`src/rtl/gf180mcu_cell_bist2.sv`:
```
// Exhaustive A1/A2 sweep driver and ZN checker for two-input cells: NOR golden compare plus MISR signature.
// Run takes 4*NUM_PASSES*SETTLE cycles from START to DONE; no backpressure, START is ignored while a run is active.
module gf180mcu_cell_bist2 #(
  parameter int unsigned       NUM_PASSES = 4,
  parameter int unsigned       SETTLE     = 2,
  parameter int unsigned       SIG_W      = 16,
  parameter logic [SIG_W-1:0]  POLY       = 16'h1021,
  parameter logic [SIG_W-1:0]  EXP_SIG    = 16'h8888
) (
  input  logic             CLK,
  input  logic             RN,
  input  logic             START,
  input  logic             ZN,
  output logic             A1,
  output logic             A2,
  output logic             BUSY,
  output logic             DONE,
  output logic             PASS,
  output logic [7:0]       ERR_CNT,
  output logic [SIG_W-1:0] SIG
);

  localparam int unsigned    SW     = (SETTLE > 1) ? $clog2(SETTLE) : 1;
  localparam logic [SW-1:0]  S_LAST = SW'(SETTLE - 1);
  localparam logic [7:0]     P_LAST = 8'(NUM_PASSES - 1);

  typedef enum logic [1:0] {IDLE, DRIVE, FIN} state_t;

  state_t           state_q, state_d;
  logic [1:0]       v_q, v_d;
  logic [7:0]       p_q, p_d;
  logic [SW-1:0]    s_q, s_d;
  logic             a1_q, a1_d, a2_q, a2_d;
  logic             busy_q, busy_d, done_q, done_d, pass_q, pass_d;
  logic [7:0]       err_q, err_d;
  logic [SIG_W-1:0] sig_q, sig_d;
  logic [SIG_W-1:0] misr;
  logic             mismatch;

  always_ff @(posedge CLK or negedge RN) begin
    if (!RN) begin
      state_q <= IDLE;
      v_q     <= '0;
      p_q     <= '0;
      s_q     <= '0;
      a1_q    <= 1'b0;
      a2_q    <= 1'b0;
      busy_q  <= 1'b0;
      done_q  <= 1'b0;
      pass_q  <= 1'b0;
      err_q   <= '0;
      sig_q   <= '0;
    end else begin
      state_q <= state_d;
      v_q     <= v_d;
      p_q     <= p_d;
      s_q     <= s_d;
      a1_q    <= a1_d;
      a2_q    <= a2_d;
      busy_q  <= busy_d;
      done_q  <= done_d;
      pass_q  <= pass_d;
      err_q   <= err_d;
      sig_q   <= sig_d;
    end
  end

  // The golden compare uses the vector currently on the cell pins, not v_q's next value.
  assign misr     = {sig_q[SIG_W-2:0], 1'b0} ^ (sig_q[SIG_W-1] ? POLY : '0) ^ {{(SIG_W-1){1'b0}}, ZN};
  assign mismatch = (ZN != ~(a1_q | a2_q));

  always_comb begin
    state_d = state_q;
    v_d     = v_q;
    p_d     = p_q;
    s_d     = s_q;
    pass_d  = pass_q;
    err_d   = err_q;
    sig_d   = sig_q;
    case (state_q)
      IDLE: begin
        if (START) begin
          state_d = DRIVE;
          sig_d   = '0;
          err_d   = '0;
          pass_d  = 1'b0;
          v_d     = '0;
          p_d     = '0;
          s_d     = '0;
        end
      end
      DRIVE: begin
        if (s_q == S_LAST) begin
          sig_d = misr;
          if (mismatch && (err_q != 8'hFF)) err_d = err_q + 8'd1;
          s_d = '0;
          v_d = v_q + 2'd1;
          if (v_q == 2'd3) begin
            p_d = p_q + 8'd1;
            if (p_q == P_LAST) begin
              state_d = FIN;
              pass_d  = (err_d == 8'd0) && (sig_d == EXP_SIG);
            end
          end
        end else begin
          s_d = s_q + SW'(1);
        end
      end
      FIN:     state_d = IDLE;
      default: state_d = IDLE;
    endcase
    a1_d   = (state_d == DRIVE) & v_d[0];
    a2_d   = (state_d == DRIVE) & v_d[1];
    busy_d = (state_d == DRIVE);
    done_d = (state_d == FIN);
  end

  assign A1      = a1_q;
  assign A2      = a2_q;
  assign BUSY    = busy_q;
  assign DONE    = done_q;
  assign PASS    = pass_q;
  assign ERR_CNT = err_q;
  assign SIG     = sig_q;

endmodule

```
`config.mk`:
```
export PLATFORM = sky130hd
export DESIGN_NAME = gf180mcu_cell_bist2
export DESIGN_NICKNAME = d
export VERILOG_FILES = /design/src/rtl/gf180mcu_cell_bist2.sv
export SDC_FILE = /design/constraint.sdc
export NUM_CORES = 1
export LEC_CHECK = 0
export CAP_MARGIN = 5
export CORE_AREA = 10 10 64 80
export CTS_BUF_LIST = sky130_fd_sc_hd__clkbuf_4
export CTS_CLUSTER_DIAMETER = 200
export CTS_CLUSTER_SIZE = 20
export DETAILED_ROUTE_END_ITERATION = 8
export DIE_AREA = 0 0 74 90
export GPL_ROUTABILITY_DRIVEN = 0
export HOLD_SLACK_MARGIN = 0.03
export PLACE_DENSITY = 0.91
export SYNTH_ARGS = -nofsm -noshare
export SYNTH_HDL_FRONTEND = slang
export SYNTH_SLANG_ARGS = --single-unit
```
`constraint.sdc`:
```
create_clock -name CLK -period 3.1 [get_ports CLK]
set_input_delay 0.465 -clock CLK [delete_from_list [all_inputs] [get_ports CLK]]
set_output_delay 0.465 -clock CLK [all_outputs]
set_load 0.02 [all_outputs]
```
Word-level counts from Yosys, hierarchy flattened
Cells that the tools add are included.
{ "op_classes": {"addsub": 4, "eq_ne": 12, "n_mux": 28, "bitwise": 6, "n_reduce_logical": 9} }
{ "op_table": {"columns": ["operator", "count"], "rows": [
  ["$mux 8", 7],
  ["$mux 16", 2],
  ["$pmux 16 s2", 1],
  ["$pmux 8 s2", 2],
  ["$add 8x1->8 const B", 2],
  ["$eq 16x16->1 const B", 1],
  ["$xor 16x1->16", 1],
  ["$xor 16x13->16", 1],
  ["$mux 13", 1],
  ["$mux 2", 6],
  ["$eq 8x2->1 const B", 1],
  ["$logic_not 8->1", 1],
  ["$ne 2x2->1 const B", 4],
  ["$ne 8x8->1 const B", 1],
  ["$pmux 2 s2", 2],
  ["$mux 1", 5],
  ["$reduce_and 5->1", 1],
  ["$eq 2x1->1 const B", 2],
  ["$eq 2x2->1 const B", 2],
  ["$pmux 1 s2", 2],
  ["$reduce_and 4->1", 1],
  ["$reduce_and 3->1", 1],
  ["$add 2x1->2 const B", 1],
  ["$and 1x1->1", 2],
  ["other kinds (8)", 9]
]} }
{ "word_totals": {"ff_bits": 42, "input_bits": 4, "output_inout_bits": 29, "elab_cells": 70} }

Longest topological paths before layout
Gate-level depths: netlist of the first run.
{ "logic_depth": {"ltp_word": 13, "depth_mapped": 7, "ltp_nobuf": 6} }

Worst setup path before layout of the first run
Ideal clock, no wire load.
{ "synth_path": {"kind": "register -> register", "start": "register err_q[0], in the netlist ERR_CNT[0]", "end": "register err_q[0], in the netlist ERR_CNT[0]", "setup_time_ps": 125, "arrival_time_ps": 1663, "required_ps": 2975, "setup_slack_ps": 1312, "stages_incl_launch_ff": 8, "n_path_buf": 1, "period_less_slack_ps": 1788, "cell_sequence": "dfrtp_1 > ha_1 > nand3_1 > or2_1 > clkbuf_1 > a21oi_1 > or2_1 > mux2_2"} }
{ "synth_between": {"elab_chain_len": 7, "word_cells_on_any_way": 8, "classes_between": "add/sub: 1; eq/ne: 1; mux: 5; reduce/logical: 1"} }
{ "synth_rtl": {"columns": ["item", "line", "text"], "rows": [
  ["start, declared", "35", "logic [7:0] err_q, err_d;"],
  ["start signal, assigned", "63", "err_q <= err_d;"],
  ["branches (longest 2 deep; another with $add 8x1->8)", null, null],
  ["$mux 8 *", "95", "if (mismatch && (err_q != 8'hFF)) err_d = err_q + 8'd1;"],
  ["$mux 8 *", "93", "if (s_q == S_LAST) begin"],
  ["$mux 8 *", "80", "case (state_q)"],
  ["$mux 8 *", "93", null],
  ["$pmux 8 s2 *", "80", null]
]} }
Mark *: on every way between the ends. The select of a mux whose other input is x is not followed.
A chain may end at the register's enable or synchronous reset.

Final worst setup path of the first run
{ "layout_path": {"start": "register err_q[3], in the netlist ERR_CNT[3]", "end": "output ERR_CNT[3]"} }
{ "layout_rtl": {"columns": ["item", "line", "text"], "rows": [
  ["end, declared", "19", "output logic [7:0] ERR_CNT,"]
]} }
No word-level cell between the ends.

==> results of run 1 <==
[cell type report]
type	count	area share (%)
multi-input cells	167	39.8
repair buffers	34	13.1
clock inverters	3	1.59
well taps	40	1.98
clock buffers	5	1.49
inverters	3	0.446
flip-flops and latches	42	41.6
[registers in the layout, summed over array words and instances (netlist names)]
signal,cells
state_q,2
BUSY,1
s_q,1
DONE,1
SIG,16
p_q,8
ERR_CNT,8
v_q,2
A2,1
PASS,1
A1,1
[worst paths after layout]
path                            slack, ns       start    endpoint
min in group CLK                     0.52      p_q[0]      p_q[0]
worst max register to register       1.22  state_q[1]        PASS
worst max-delay path                 1.08  ERR_CNT[3]  ERR_CNT[3]
max in group asynchronous            2.31          RN      SIG[8]
worst min register to register       0.52      p_q[0]      p_q[0]
worst min-delay path                 0.22          RN      SIG[1]
[synthesized netlist by cell type (all sizes together), types with 4 or more instances]
cell type / instances
nor2: 14
o21ai: 23
and3: 5
buf: 4
clkbuf: 6
nand2: 42
nand4: 5
nand3: 10
a21oi: 11
a211oi: 4
xnor2: 6
xor2: 4
dfrtp: 42
[where the power goes]
| part | internal (mW) | switching (mW) | leakage [nW] | total (mW) |
|---|---|---|---|---|
| registers | 0.704 | 0.177 | 0.554 | 0.881 |
| clock network | 0.167 | 0.187 | 0.0450 | 0.354 |
| logic | 0.449 | 0.653 | 0.445 | 1.10 |
[cells by family after synthesis]
kind of cell,Yosys count,synth area share [%]
xor gates and xnor gates,10,4.16
adders and majority gates,3,1.78
AOI/OAI and AO/OA,52,15.8
muxes,4,1.96
DFF,42,49.9
and+or+nand+nor,98,23.8
buffers and inverters,13,2.50
[layer usage]
layer  global-route usage, %  routed length [µm]
met5                       0                   0
met4                    4.21                  61
met3                    4.62                 318
met2                    24.9                2500
met1                    17.1                1990
[stage by stage]
step | instances | hold WS [ns] | power (mW) | instance area (µm²)
final | 294 | 0.216 | 2.34 | 2520
after global routing | 294 | 0.258 | 2.49 | 2520
after CTS | 294 | 0.246 | 2.34 | 2520
after detailed placement | 286 | 0.500 | 1.99 | 2450
after global placement | 286 | 0.489 | 1.96 | 2450
after floorplan | 222 | 0.169 | 1.59 | 2100
==> run_results.csv, run 1 <==
group,metric,value,unit
floorplanning,die_y,90,µm
logic_synthesis,syn_nets,229,
clocking,clk_pin_slew,0.13,ns
global_route,grt-ovfl-total,0,
clocking,cts_made_buffers,5,
logic_synthesis,synth_edf_count,0,
worst_setup_path,critPathCaptureType,"output port",
sta,finalCritPeriodShare,65.3,%
logic_synthesis,synth_top_area_cell,"dfrtp_1",
placement,pre_cts_slack,0.754,ns
floorplanning,rows,25,
clocking,post_cts_buffers,0,
floorplanning,core-area,3660,µm²
layout,multi_input_area,1000,µm²
worst_setup_path,worstPathMaxFanout,10,
placement,portBuffers,32,
route,drt_iter0_drc,140,
status,status,"completed",
route,drc,0,
floorplanning,dieArea,6660,µm²
layout,drive_above_1_share,8.27,%
sta,fin_setup_tns,0,ns
sta,hold_viol_final,0,
worst_setup_path,cp_top_family,"buffers and inverters",
worst_setup_path,crit_type,"flop to output port",
layout,final_common_cell,"dfrtp_1",
logic_synthesis,ys_seq_elements,42,
logic_synthesis,yosysSeqAreaShare,49.9,%
worst_setup_path,slowest_delay,0.67,ns
logic_synthesis,yosysUniqueCellTypes,47,
global_route,antenna_found_initial,0,
sta,fin_skew,0.00876,ns
clocking,cts_max_level,2,
power,p_leak,1.04,nW
layout,area_growth,19.9,%
sta,slew_headroom,38.9,%
route,drt_wl_total,4870,µm
logic_synthesis,ys_warn_count,0,
floorplanning,die_w,74,µm
sta,fin_ws,1.08,ns
layout,num_antenna_cells,0,
global_route,grt_usage,14.8,%
logic_synthesis,yosys-top-cells-area,"dfrtp_1, nand2_1, o21ai_1, nor2_1, xnor2_1",
sta,setup_viol,0,
route,first_pass_iters,5,
worst_setup_path,crit_slowest_cell,"clkdlybuf4s50_1",
worst_setup_path,cp_num_buf_inv,1,
clocking,clk_latency,0.36,ns
logic_synthesis,synth_area,2100,µm²
worst_setup_path,cp_cell_sequence,"clkdlybuf4s50_1",
worst_setup_path,cp-start-kind,"flop",
sta,tightest_slew,0.916,ns
worst_setup_path,critPathArrivalTime,1.56,ns
logic_synthesis,synth_top_flop_cell,"dfrtp_1",
layout,layout_common_cells,"dfrtp_1, nand2_1, clkdlybuf4s50_1",
clocking,cts.sinks,42,
route,vias,1777,
layout,fin_util,69.0,%
layout,fillCellCount,272,
route,avgViaCountPerCell,6.04,
worst_setup_path,cp.depth,1,
sta,max_freq,0.494,GHz
global_route,grt_pass1_wl,8050,µm
worst_hold_path,min_path_type,"input pin to async pin",
logic_synthesis,synthArstFlopShare,100,%
sta,slew_violations,0,
logic_synthesis,synth_top_area_share,49.9,%
clocking,hold_buffers,0,
worst_setup_path,worstRegToRegCells,6,
power,power_density,926,nW/µm²
logic_synthesis,syn_area_per_cell,9.48,µm²
floorplanning,start_util,57.5,%
placement,dp_hpwl,3450,µm
global_route,grt_max_degree,43,
clocking,cts_tree,"done",
clocking,clock_path_buffers,2,
route,ant_nets,0,
sta,fin_crit,2.02,ns
layout,seq_area,1050,µm²
logic_synthesis,netlist_instances,222,
job,max_cap_violations,0,
clocking,cts_root_buf,"clkbuf_4",
layout,layout.nets,260,
floorplanning,ios,33,
global_route,grt_pass1_vias,1670,
route,wl_per_cell,16.6,µm
sta,rsz0062_at_grt,"false",
power,ir_drop,737,µV
clocking,cts_resized,0,
worst_setup_path,cp.required,2.63,ns
Note: power is estimated with default switching activity, not from simulation.
==> run 2, diff against run 1 <==
--- a/config.mk
+++ b/config.mk
@@ -6,15 +6,15 @@
 export NUM_CORES = 1
 export LEC_CHECK = 0
 export CAP_MARGIN = 5
-export CORE_AREA = 10 10 64 80
+export CORE_AREA = 10 10 67 83
 export CTS_BUF_LIST = sky130_fd_sc_hd__clkbuf_4
 export CTS_CLUSTER_DIAMETER = 200
 export CTS_CLUSTER_SIZE = 20
 export DETAILED_ROUTE_END_ITERATION = 8
-export DIE_AREA = 0 0 74 90
+export DIE_AREA = 0 0 77 93
 export GPL_ROUTABILITY_DRIVEN = 0
 export HOLD_SLACK_MARGIN = 0.03
-export PLACE_DENSITY = 0.91
+export PLACE_DENSITY = 0.85
 export SYNTH_ARGS = -nofsm -noshare
 export SYNTH_HDL_FRONTEND = slang
 export SYNTH_SLANG_ARGS = --single-unit
==> constraint.sdc (replaced) <==
create_clock -name CLK -period 2 [get_ports CLK]
set_input_delay 0.3 -clock CLK [delete_from_list [all_inputs] [get_ports CLK]]
set_output_delay 0.3 -clock CLK [all_outputs]
set_load 0.02 [all_outputs]
==> run_results.csv, run 2 (synthesis results as in run 1) <==
group,metric,value,unit
status,status,"completed",
sta,slew_violations,0,
floorplanning,dieArea,7160,µm²
power,comb_power_share,51.0,%
power,ir_drop,912,µV
layout,num_antenna_cells,0,
sta,tightest_slew,0.506,ns
power,p_sw,1.60,mW
layout,layout_common_cells,"dfrtp_1, nand2_1, clkdlybuf4s50_1",
worst_setup_path,cp_num_buf_inv,1,
power,sw_frac_of_total,43.7,%
layout,fillCellCount,323,
floorplanning,start_util,52.6,%
power,p_clk_share,11.6,%
worst_setup_path,slowest_delay,0.67,ns
sta,rsz0062_at_grt,"false",
layout,seq_area,1050,µm²
power,p_leak,1.10,nW
route,drt_wl_total,5010,µm
clocking,cts_root_buf,"clkbuf_4",
global_route,grt_usage,14.7,%
global_route,antenna_found_initial,0,
worst_setup_path,critPathArrivalTime,1.55,ns
global_route,grt-ovfl-total,0,
sta,max_freq,0.541,GHz
clocking,cts.sinks,42,
sta,slew_headroom,66.2,%
worst_setup_path,cp_cell_sequence,"clkdlybuf4s50_1",
layout,multi_input_area,1010,µm²
clocking,clock_path_buffers,2,
global_route,busiest_layer,"met2",
layout,layout.nets,272,
route,vias,1769,
sta,setup_viol,0,
power,power_density,1380,nW/µm²
worst_setup_path,cp_top_family,"buffers and inverters",
sta,finalCritPeriodShare,92.5,%
placement,dp_hpwl,3710,µm
floorplanning,die_w,77,µm
sta,holdWs,0.433,ns
floorplanning,core-area,4000,µm²
route,wl_per_cell,15.5,µm
sta,fin_crit,1.85,ns
layout,largest_reg_flops,16,
power,seqPwrFrac,37.4,%
worst_setup_path,crit_type,"flop to output port",
floorplanning,die_y,93,µm
clocking,cts_max_level,2,
route,first_pass_iters,4,
power,p_int,2.05,mW
layout,drive_above_1_share,12.0,%
route,avgViaCountPerCell,5.49,
floorplanning,ios,33,
global_route,met3_usage,4.60,%
global_route,grt_pass1_wl,8650,µm
sta,hold_viol_final,0,
route,drt_iter0_drc,139,
worst_setup_path,cp.required,1.70,ns
clocking,clk_latency,0.36,ns
sta,fin_skew,0.0152,ns
layout,fin_util,66.0,%
clocking,cts_made_buffers,5,
global_route,met1_usage,15.6,%
worst_setup_path,crit_slowest_cell,"clkdlybuf4s50_1",
clocking,cts_tree,"done",
placement,portBuffers,32,
worst_setup_path,worstPathMaxFanout,10,
power,finalPower,3.65,mW
route,drc,0,
sta,fin_setup_tns,0,ns
floorplanning,rows,26,
worst_setup_path,critPathCaptureType,"output port",
layout,area_growth,25.4,%
global_route,use_met2,26.2,%
global_route,grt_max_degree,43,
route,ant_nets,0,
worst_hold_path,min_path_type,"input pin to async pin",
clocking,clk_pin_slew,0.13,ns
worst_setup_path,cp-start-kind,"flop",
layout,final_common_cell,"dfrtp_1",
job,max_cap_violations,0,
global_route,grt_pass1_vias,1810,
run 2: cell types whose count changed in the layout (fill, tap and decap cells not counted), sizes merged:
cell / delta
buf: +11
bufinv: -1
clkbuf: +1
dlygate4sd3: +1
run 2: power by group through the flow:
stage | clock network (mW) | registers (mW) | logic [mW]
final | 0.423 | 1.37 | 1.86
after global routing | 0.466 | 1.40 | 2.06
after CTS | 0.430 | 1.36 | 1.87
after detailed placement | 0 | 1.38 | 1.86
after global placement | 0 | 1.37 | 1.81
after floorplan | 0 | 1.50 | 0.961
run 2: layout make-up:
cell class	instances	share of cell area, %
clock inverters	2	0.332
flip-flops and latches	42	39.8
inverters	3	0.427
multi-input cells	167	38.1
well taps	56	2.65
repair buffers	46	17.0
clock buffers	6	1.71
run 2: per-stage QoR:
stage	cells	cell area (µm²)	setup slack (ns)
after floorplan	222	2100	0.212
after global placement	313	2570	-0.0707
after detailed placement	313	2570	-0.115
after CTS	322	2640	0.142
after global routing	322	2640	0.0240
final	322	2640	0.151
run 2: what timing repair did:
| item | in CTS | in global routing |
|---|---|---|
| hold endpoints to repair | 42 | 0 |
| resized for setup | 0 | 1 |
| setup endpoints to repair | 0 | 1 |
| hold buffers | 1 | 0 |
| buffers inserted | 0 | 0 |
run 2: worst paths after layout:
kind / depth (start not counted) / slack [ns] / endpoint / startpoint
max: 1 / 0.15 / ERR_CNT[3] / ERR_CNT[3]
min: 3 / 0.43 / ERR_CNT[5] / RN
max reg2reg: 6 / 0.18 / PASS / p_q[0]
min reg2reg: 1 / 0.52 / p_q[0] / p_q[0]
max in group asynchronous: 3 / 1.36 / s_q / RN
min in group CLK: 1 / 0.52 / p_q[0] / p_q[0]
run 2: layer usage:
layer	part of all wire [%]	vias up
met5	0	-
met1	40	856
met2	55	32
li1	-	877
met4	0.92	0
met3	4.6	4
